==> src/rtl/ysyx_25040101_wb_arb_if.sv <==
`default_nettype none
// ============================================================================
// Module      : ysyx_25040101_wb_arb_if
// Description : Writeback bus bundle: EXU/LSU producers, load issue, hazard
//               checks and the register-file write port.
// Revision    : 1.0 - initial release
// ============================================================================
interface ysyx_25040101_wb_arb_if;
    logic        exu_valid_i;
    logic [4:0]  exu_rd_addr_i;
    logic [31:0] exu_rd_data_i;
    logic        lsu_valid_i;
    logic        lsu_ready_o;
    logic [4:0]  lsu_rd_addr_i;
    logic [31:0] lsu_rd_data_i;
    logic        ld_issue_i;
    logic [4:0]  ld_issue_rd_i;
    logic [4:0]  chk_rs1_i;
    logic [4:0]  chk_rs2_i;
    logic [4:0]  chk_rd_i;
    logic        hazard_o;
    logic        rd_wen_o;
    logic [4:0]  rd_addr_o;
    logic [31:0] rd_data_o;

    modport slave (
        input  exu_valid_i, exu_rd_addr_i, exu_rd_data_i,
        input  lsu_valid_i, lsu_rd_addr_i, lsu_rd_data_i,
        input  ld_issue_i, ld_issue_rd_i,
        input  chk_rs1_i, chk_rs2_i, chk_rd_i,
        output lsu_ready_o, hazard_o, rd_wen_o, rd_addr_o, rd_data_o
    );

    modport master (
        output exu_valid_i, exu_rd_addr_i, exu_rd_data_i,
        output lsu_valid_i, lsu_rd_addr_i, lsu_rd_data_i,
        output ld_issue_i, ld_issue_rd_i,
        output chk_rs1_i, chk_rs2_i, chk_rd_i,
        input  lsu_ready_o, hazard_o, rd_wen_o, rd_addr_o, rd_data_o
    );
endinterface
`default_nettype wire

==> src/rtl/ysyx_25040101_wb_arb.sv <==
`default_nettype none
// ============================================================================
// Module      : ysyx_25040101_wb_arb
// Description : Writeback arbiter (EXU fixed priority, LSU skid FIFO) with a
//               load scoreboard driving the issue-stage hazard signal.
// Revision    : 1.0 - initial release
// ============================================================================
module ysyx_25040101_wb_arb #(
    parameter int DEPTH = 2
) (
    input  wire logic                  clk,
    input  wire logic                  rst,
    ysyx_25040101_wb_arb_if.slave      bus
);
    localparam int AW = $clog2(DEPTH);
    localparam logic [AW:0] PTR_ONE = 1;

    logic [4:0]  addr_mem_q [DEPTH];
    logic [4:0]  addr_mem_d [DEPTH];
    logic [31:0] data_mem_q [DEPTH];
    logic [31:0] data_mem_d [DEPTH];
    logic [AW:0] wptr_q, wptr_d, rptr_q, rptr_d;
    logic [31:0] busy_q, busy_d;
    logic        rd_wen_q, rd_wen_d;
    logic        rd_lsu_q, rd_lsu_d;
    logic [4:0]  rd_addr_q, rd_addr_d;
    logic [31:0] rd_data_q, rd_data_d;

    logic empty, full, lsu_hs;

    assign empty  = (wptr_q == rptr_q);
    assign full   = (wptr_q[AW] != rptr_q[AW]) && (wptr_q[AW-1:0] == rptr_q[AW-1:0]);
    assign lsu_hs = bus.lsu_valid_i && !full;

    always_comb begin
        addr_mem_d = addr_mem_q;
        data_mem_d = data_mem_q;
        wptr_d     = wptr_q;
        rptr_d     = rptr_q;
        rd_wen_d   = 1'b0;
        rd_lsu_d   = 1'b0;
        rd_addr_d  = rd_addr_q;
        rd_data_d  = rd_data_q;

        if (bus.exu_valid_i) begin
            rd_wen_d  = (bus.exu_rd_addr_i != 5'd0);
            rd_addr_d = bus.exu_rd_addr_i;
            rd_data_d = bus.exu_rd_data_i;
        end else if (!empty) begin
            rd_wen_d  = (addr_mem_q[rptr_q[AW-1:0]] != 5'd0);
            rd_lsu_d  = 1'b1;
            rd_addr_d = addr_mem_q[rptr_q[AW-1:0]];
            rd_data_d = data_mem_q[rptr_q[AW-1:0]];
            rptr_d    = rptr_q + PTR_ONE;
        end else if (lsu_hs) begin
            rd_wen_d  = (bus.lsu_rd_addr_i != 5'd0);
            rd_lsu_d  = 1'b1;
            rd_addr_d = bus.lsu_rd_addr_i;
            rd_data_d = bus.lsu_rd_data_i;
        end

        // Bypass only happens when the FIFO is empty and EXU is idle; otherwise buffer.
        if (lsu_hs && (bus.exu_valid_i || !empty)) begin
            addr_mem_d[wptr_q[AW-1:0]] = bus.lsu_rd_addr_i;
            data_mem_d[wptr_q[AW-1:0]] = bus.lsu_rd_data_i;
            wptr_d = wptr_q + PTR_ONE;
        end
    end

    always_comb begin
        busy_d = busy_q;
        if (rd_wen_q && rd_lsu_q) begin
            busy_d[rd_addr_q] = 1'b0;
        end
        // Applied after the clear so a same-edge set wins.
        if (bus.ld_issue_i && (bus.ld_issue_rd_i != 5'd0)) begin
            busy_d[bus.ld_issue_rd_i] = 1'b1;
        end
    end

    always_ff @(posedge clk) begin
        if (rst) begin
            wptr_q    <= '0;
            rptr_q    <= '0;
            busy_q    <= '0;
            rd_wen_q  <= 1'b0;
            rd_lsu_q  <= 1'b0;
            rd_addr_q <= 5'd0;
            rd_data_q <= 32'd0;
        end else begin
            wptr_q    <= wptr_d;
            rptr_q    <= rptr_d;
            busy_q    <= busy_d;
            rd_wen_q  <= rd_wen_d;
            rd_lsu_q  <= rd_lsu_d;
            rd_addr_q <= rd_addr_d;
            rd_data_q <= rd_data_d;
        end
    end

    // Storage needs no reset; the pointers define validity.
    always_ff @(posedge clk) begin
        addr_mem_q <= addr_mem_d;
        data_mem_q <= data_mem_d;
    end

    // busy_q[0] is never set, so a zero index contributes nothing.
    assign bus.hazard_o    = busy_q[bus.chk_rs1_i] | busy_q[bus.chk_rs2_i] | busy_q[bus.chk_rd_i];
    assign bus.lsu_ready_o = !full;
    assign bus.rd_wen_o    = rd_wen_q;
    assign bus.rd_addr_o   = rd_addr_q;
    assign bus.rd_data_o   = rd_data_q;
endmodule
`default_nettype wire
==> src/flat_wrapper.sv <==
// flat-port wrapper written by rule: the top's interface ports become plain ports
module ysyx_25040101_wb_arb_flat 
#(
    parameter int DEPTH = 2
)
  (clk, rst, bus_exu_valid_i, bus_exu_rd_addr_i, bus_exu_rd_data_i, bus_lsu_valid_i, bus_lsu_rd_addr_i, bus_lsu_rd_data_i, bus_ld_issue_i, bus_ld_issue_rd_i, bus_chk_rs1_i, bus_chk_rs2_i, bus_chk_rd_i, bus_lsu_ready_o, bus_hazard_o, bus_rd_wen_o, bus_rd_addr_o, bus_rd_data_o);
  ysyx_25040101_wb_arb_if bus_i ();
  input  wire logic clk;
  input  wire logic rst;
  input wire logic [$bits(bus_i.exu_valid_i)-1:0] bus_exu_valid_i;
  input wire logic [$bits(bus_i.exu_rd_addr_i)-1:0] bus_exu_rd_addr_i;
  input wire logic [$bits(bus_i.exu_rd_data_i)-1:0] bus_exu_rd_data_i;
  input wire logic [$bits(bus_i.lsu_valid_i)-1:0] bus_lsu_valid_i;
  input wire logic [$bits(bus_i.lsu_rd_addr_i)-1:0] bus_lsu_rd_addr_i;
  input wire logic [$bits(bus_i.lsu_rd_data_i)-1:0] bus_lsu_rd_data_i;
  input wire logic [$bits(bus_i.ld_issue_i)-1:0] bus_ld_issue_i;
  input wire logic [$bits(bus_i.ld_issue_rd_i)-1:0] bus_ld_issue_rd_i;
  input wire logic [$bits(bus_i.chk_rs1_i)-1:0] bus_chk_rs1_i;
  input wire logic [$bits(bus_i.chk_rs2_i)-1:0] bus_chk_rs2_i;
  input wire logic [$bits(bus_i.chk_rd_i)-1:0] bus_chk_rd_i;
  output wire logic [$bits(bus_i.lsu_ready_o)-1:0] bus_lsu_ready_o;
  output wire logic [$bits(bus_i.hazard_o)-1:0] bus_hazard_o;
  output wire logic [$bits(bus_i.rd_wen_o)-1:0] bus_rd_wen_o;
  output wire logic [$bits(bus_i.rd_addr_o)-1:0] bus_rd_addr_o;
  output wire logic [$bits(bus_i.rd_data_o)-1:0] bus_rd_data_o;
  assign bus_i.exu_valid_i = bus_exu_valid_i;
  assign bus_i.exu_rd_addr_i = bus_exu_rd_addr_i;
  assign bus_i.exu_rd_data_i = bus_exu_rd_data_i;
  assign bus_i.lsu_valid_i = bus_lsu_valid_i;
  assign bus_i.lsu_rd_addr_i = bus_lsu_rd_addr_i;
  assign bus_i.lsu_rd_data_i = bus_lsu_rd_data_i;
  assign bus_i.ld_issue_i = bus_ld_issue_i;
  assign bus_i.ld_issue_rd_i = bus_ld_issue_rd_i;
  assign bus_i.chk_rs1_i = bus_chk_rs1_i;
  assign bus_i.chk_rs2_i = bus_chk_rs2_i;
  assign bus_i.chk_rd_i = bus_chk_rd_i;
  assign bus_lsu_ready_o = bus_i.lsu_ready_o;
  assign bus_hazard_o = bus_i.hazard_o;
  assign bus_rd_wen_o = bus_i.rd_wen_o;
  assign bus_rd_addr_o = bus_i.rd_addr_o;
  assign bus_rd_data_o = bus_i.rd_data_o;
  ysyx_25040101_wb_arb #(.DEPTH(DEPTH)) u_core (.clk(clk), .rst(rst), .bus(bus_i));
endmodule
==> config.mk <==
export PLATFORM = sky130hd
export DESIGN_NAME = ysyx_25040101_wb_arb_flat
export DESIGN_NICKNAME = d
export VERILOG_FILES = /design/src/rtl/ysyx_25040101_wb_arb_if.sv /design/src/rtl/ysyx_25040101_wb_arb.sv /design/src/flat_wrapper.sv
export SDC_FILE = /design/constraint.sdc
export NUM_CORES = 1
export LEC_CHECK = 0
export ABC_CLOCK_PERIOD_IN_PS = 4400
export BUFFER_PORTS_ARGS = -buffer_cell sky130_fd_sc_hd__buf_2
export CAP_MARGIN = 0
export CORE_ASPECT_RATIO = 1.1
export CORE_MARGIN = 2
export CORE_UTILIZATION = 55
export DETAILED_ROUTE_END_ITERATION = 10
export PLACE_DENSITY = 0.8
export REMOVE_ABC_BUFFERS = 1
export SETUP_SLACK_MARGIN = 0.15
export SYNTH_ARGS = -nofsm -noshare
export SYNTH_HDL_FRONTEND = slang
export SYNTH_SLANG_ARGS = --single-unit
==> constraint.sdc <==
create_clock -name clk -period 4.4 [get_ports clk]
set_clock_uncertainty 0.05 [all_clocks]
set_input_delay 0.44 -clock clk [delete_from_list [all_inputs] [get_ports clk]]
set_output_delay 0.44 -clock clk [all_outputs]
set_load 0.1 [all_outputs]
==> run metrics <==
CTS hold repair buffers 0; fin crit period 3020 ps; arrival time of the worst setup path 2530 ps; vias in the first global route 5900; DR pass1 iterations 5; post-layout util 66.1%; area of the multi-input gates 0.00301 mm²; Port Buffer Count 138; pwr dens 609 mW/mm²; maximum capacitance violations 0; Synth Area per Inst 10.7 µm²; DR iter-0 viols 475; share of cells above drive strength 1 26.3%; highest clock rate 331 MHz; Post-Synthesis Cell Area 0.00693 mm²; NumNets Final 858; chip width 111 µm; area of the core 0.0125 mm²; Rows 43; ratio of final minimum period to clock period 68.7%; sequential area share after synthesis 53.7%; Layout area overhead 19.1%; Synth area leaders edfxtp_1 (32%), dfxtp_1 (22%), mux4_2 (7.2%); Final setup viols 0; clk_lat worst skew 420 ps; I/O pins 139; # fillers 938; largest net degree at the start of global routing 81; xor/xnor share of the synthesized area 0.885%; worst hold stages 1; R2R Path Start u_core.wptr_q[0]; Worst slew margin 23.5%; initial antenna violation count 3; Critical Path Slowest Stage Cell mux4_2; clk buf depth 2; Critical Path Sink Type primary output; synthesized netlist cell count 647; Starting Density 55.5%; post-route ant nets 0; CP cell instances mux4_2 > mux4_2 > mux2i_1 > nand2_1 > or3_1 > buf_2; Synth Register Bits 149; status completed; mux cell area share after synthesis 13.7%; Final Non-Filler Cells 931; postcts setup bufs 0; Register Area 0.00372 mm²; Total Wirelength 18.7 mm; root buf cell clkbuf_16; Most Frequent Cell on Critical Path mux4_2; RR Endpoint u_core.addr_mem_q[3]; Distinct cells, synth 40; Synth top area share 32.1%; Post-synth EDFFs 74; Lkg Pwr 0.00309 µW; top-count cell post-synth nand2_1; hold crit path type primary input to register; first-pass GRT wire length 29.2 mm; power consumption 5030 µW; CP Max Fanout 4; clk slew on worst S/H paths 60 ps; largest family of logic cells by synthesized area compound AO/OA/AOI/OAI gates; hold worst-path end u_core.data_mem_q[46]; Final Hold Fails 0; Slew Viols, Final 0; Max VDD drop 0.365 mV; asr flop ratio synth 0%; CTS tree done; Ys Warns 0; wire per inst 20.1 µm; Critical Path RT 3910 ps; CTS H-tree lvls 4; Most used DFF post-synth dfxtp_1; post-synthesis compound-gate area fraction 15.0%; total CTS buffers 17; simple logic cell fraction of the synthesized area 13.7%; crit path kind register to primary output; min-delay src bus_lsu_rd_data_i[14]; adder-cell share of the synthesized area 0%; CP Launch Type register; Clock Sinks 149; post-route cell area 0.00825 mm²; FF-to-FF path depth 4; Critical Path Max Stage Delay 480 ps; RSZ-0062 raised after global routing no; DIE AREA 0.0135 mm²; DRC viols 0; leading area contributor after synthesis edfxtp_1; hpwl dp 12.8 mm; number of gates resized after CTS 0; Post-Place Cell Area 0.00768 mm²; chip height 122 µm; vias per cell 6.27; gr usage total 27.8%; placed cell count 897; grt total ovfl 0; top cells by count, synth nand2_1 (117), dfxtp_1 (75), edfxtp_1 (74); r2r setup slk 1650 ps; GP Congestion 0.942; Worst-Margin Slew 1140 ps; vias 5838
-- layer usage --
| layer | part of all wire [%] | vias to the layer above | GRT usage (%) |
|---|---|---|---|
| li1 | - | 2657 | - |
| met1 | 36 | 2793 | 30.2 |
| met2 | 52 | 311 | 49.7 |
| met3 | 7.0 | 75 | 5.92 |
| met4 | 4.9 | 2 | 17.7 |
| met5 | 0.075 | - | 0 |
-- placed cells by master, fill, tap and decap left out, types with 4 or more instances in the layout --
master / instances
buf_2: 138
nand2_1: 116
edfxtp_1: 74
dfxtp_1: 74
nor2_1: 53
mux2i_1: 44
a211oi_1: 36
o311ai_0: 35
a21oi_1: 32
o21ai_0: 32
mux4_2: 22
clkbuf_16: 17
nor3_1: 7
nor3b_1: 6
buf_4: 6
nand4_1: 5
clkinv_2: 5
xor2_1: 4
nand3_1: 4
a311oi_1: 4
o211ai_1: 4
nand3b_1: 4
and3b_1: 4
clkinvlp_4: 4
-- worst max-delay path, delay by kind of cell (launching register included) --
| kind | cells | cell delay (ps) |
|---|---|---|
| flip-flops | 1 | 370 |
| buffers and inverters | 1 | 300 |
| AND/OR/NAND/NOR | 2 | 360 |
| multiplexers | 3 | 1100 |
-- report_power, final --
group / switching (µW) / internal (µW) / total [µW]
sequential: 132 / 1730 / 1870
clock: 557 / 829 / 1390
combinational: 1360 / 415 / 1770
-- area by class of cell --
type / count / share of cell area [%]
clock buffers: 18 / 5.20
diodes: 2 / 0.0607
flip-flops and latches: 149 / 45.1
multi-input cells: 443 / 36.5
repair buffers: 144 / 8.92
clock inverters: 14 / 1.65
well taps: 157 / 2.38
inverters: 4 / 0.182
-- through the flow --
stage	hold slack, ps	setup WS [ps]	TNS [ps]
after floorplan	412	-935	-41700
after CTS	159	1360	0
final	172	1380	0
after global routing	169	1310	0
after global placement	435	1320	0
after detailed placement	444	1180	0
-- cell families (layout without fill, tap and decap cells) --
| group | Yosys count | count (layout) |
|---|---|---|
| AND/OR/NAND/NOR | 217 | 217 |
| AO/OA/AOI/OAI | 152 | 152 |
| flip-flops | 149 | 149 |
| multiplexers | 67 | 67 |
| buffers and inverters | 55 | 180 |
| XOR/XNOR | 7 | 7 |
| other | 0 | 2 |
-- flip-flops by register name, indices dropped and copies added, names as in the netlist --
signal                count
u_core.rptr_q             2
u_core.bus.rd_addr_o      5
u_core.bus.rd_data_o     32
u_core.wptr_q             2
u_core.addr_mem_q        10
u_core.data_mem_q        64
u_core.rd_lsu_q           1
u_core.bus.rd_wen_o       1
u_core.busy_q            32
-- worst max-delay path by stage --
stage / start / to / slack (ps) / cells after the start
after floorplan: u_core.rptr_q[0] / u_core.addr_mem_q[5] / -930 / 4
after global placement: bus_exu_valid_i / u_core.bus.rd_data_o[2] / 1320 / 7
after detailed placement: bus_exu_valid_i / u_core.bus.rd_addr_o[4] / 1180 / 6
after CTS: u_core.busy_q[25] / bus_hazard_o / 1360 / 6
after global routing: bus_chk_rd_i[0] / bus_hazard_o / 1310 / 7
final: u_core.busy_q[25] / bus_hazard_o / 1380 / 6
Power figures use the tool's default switching activity.
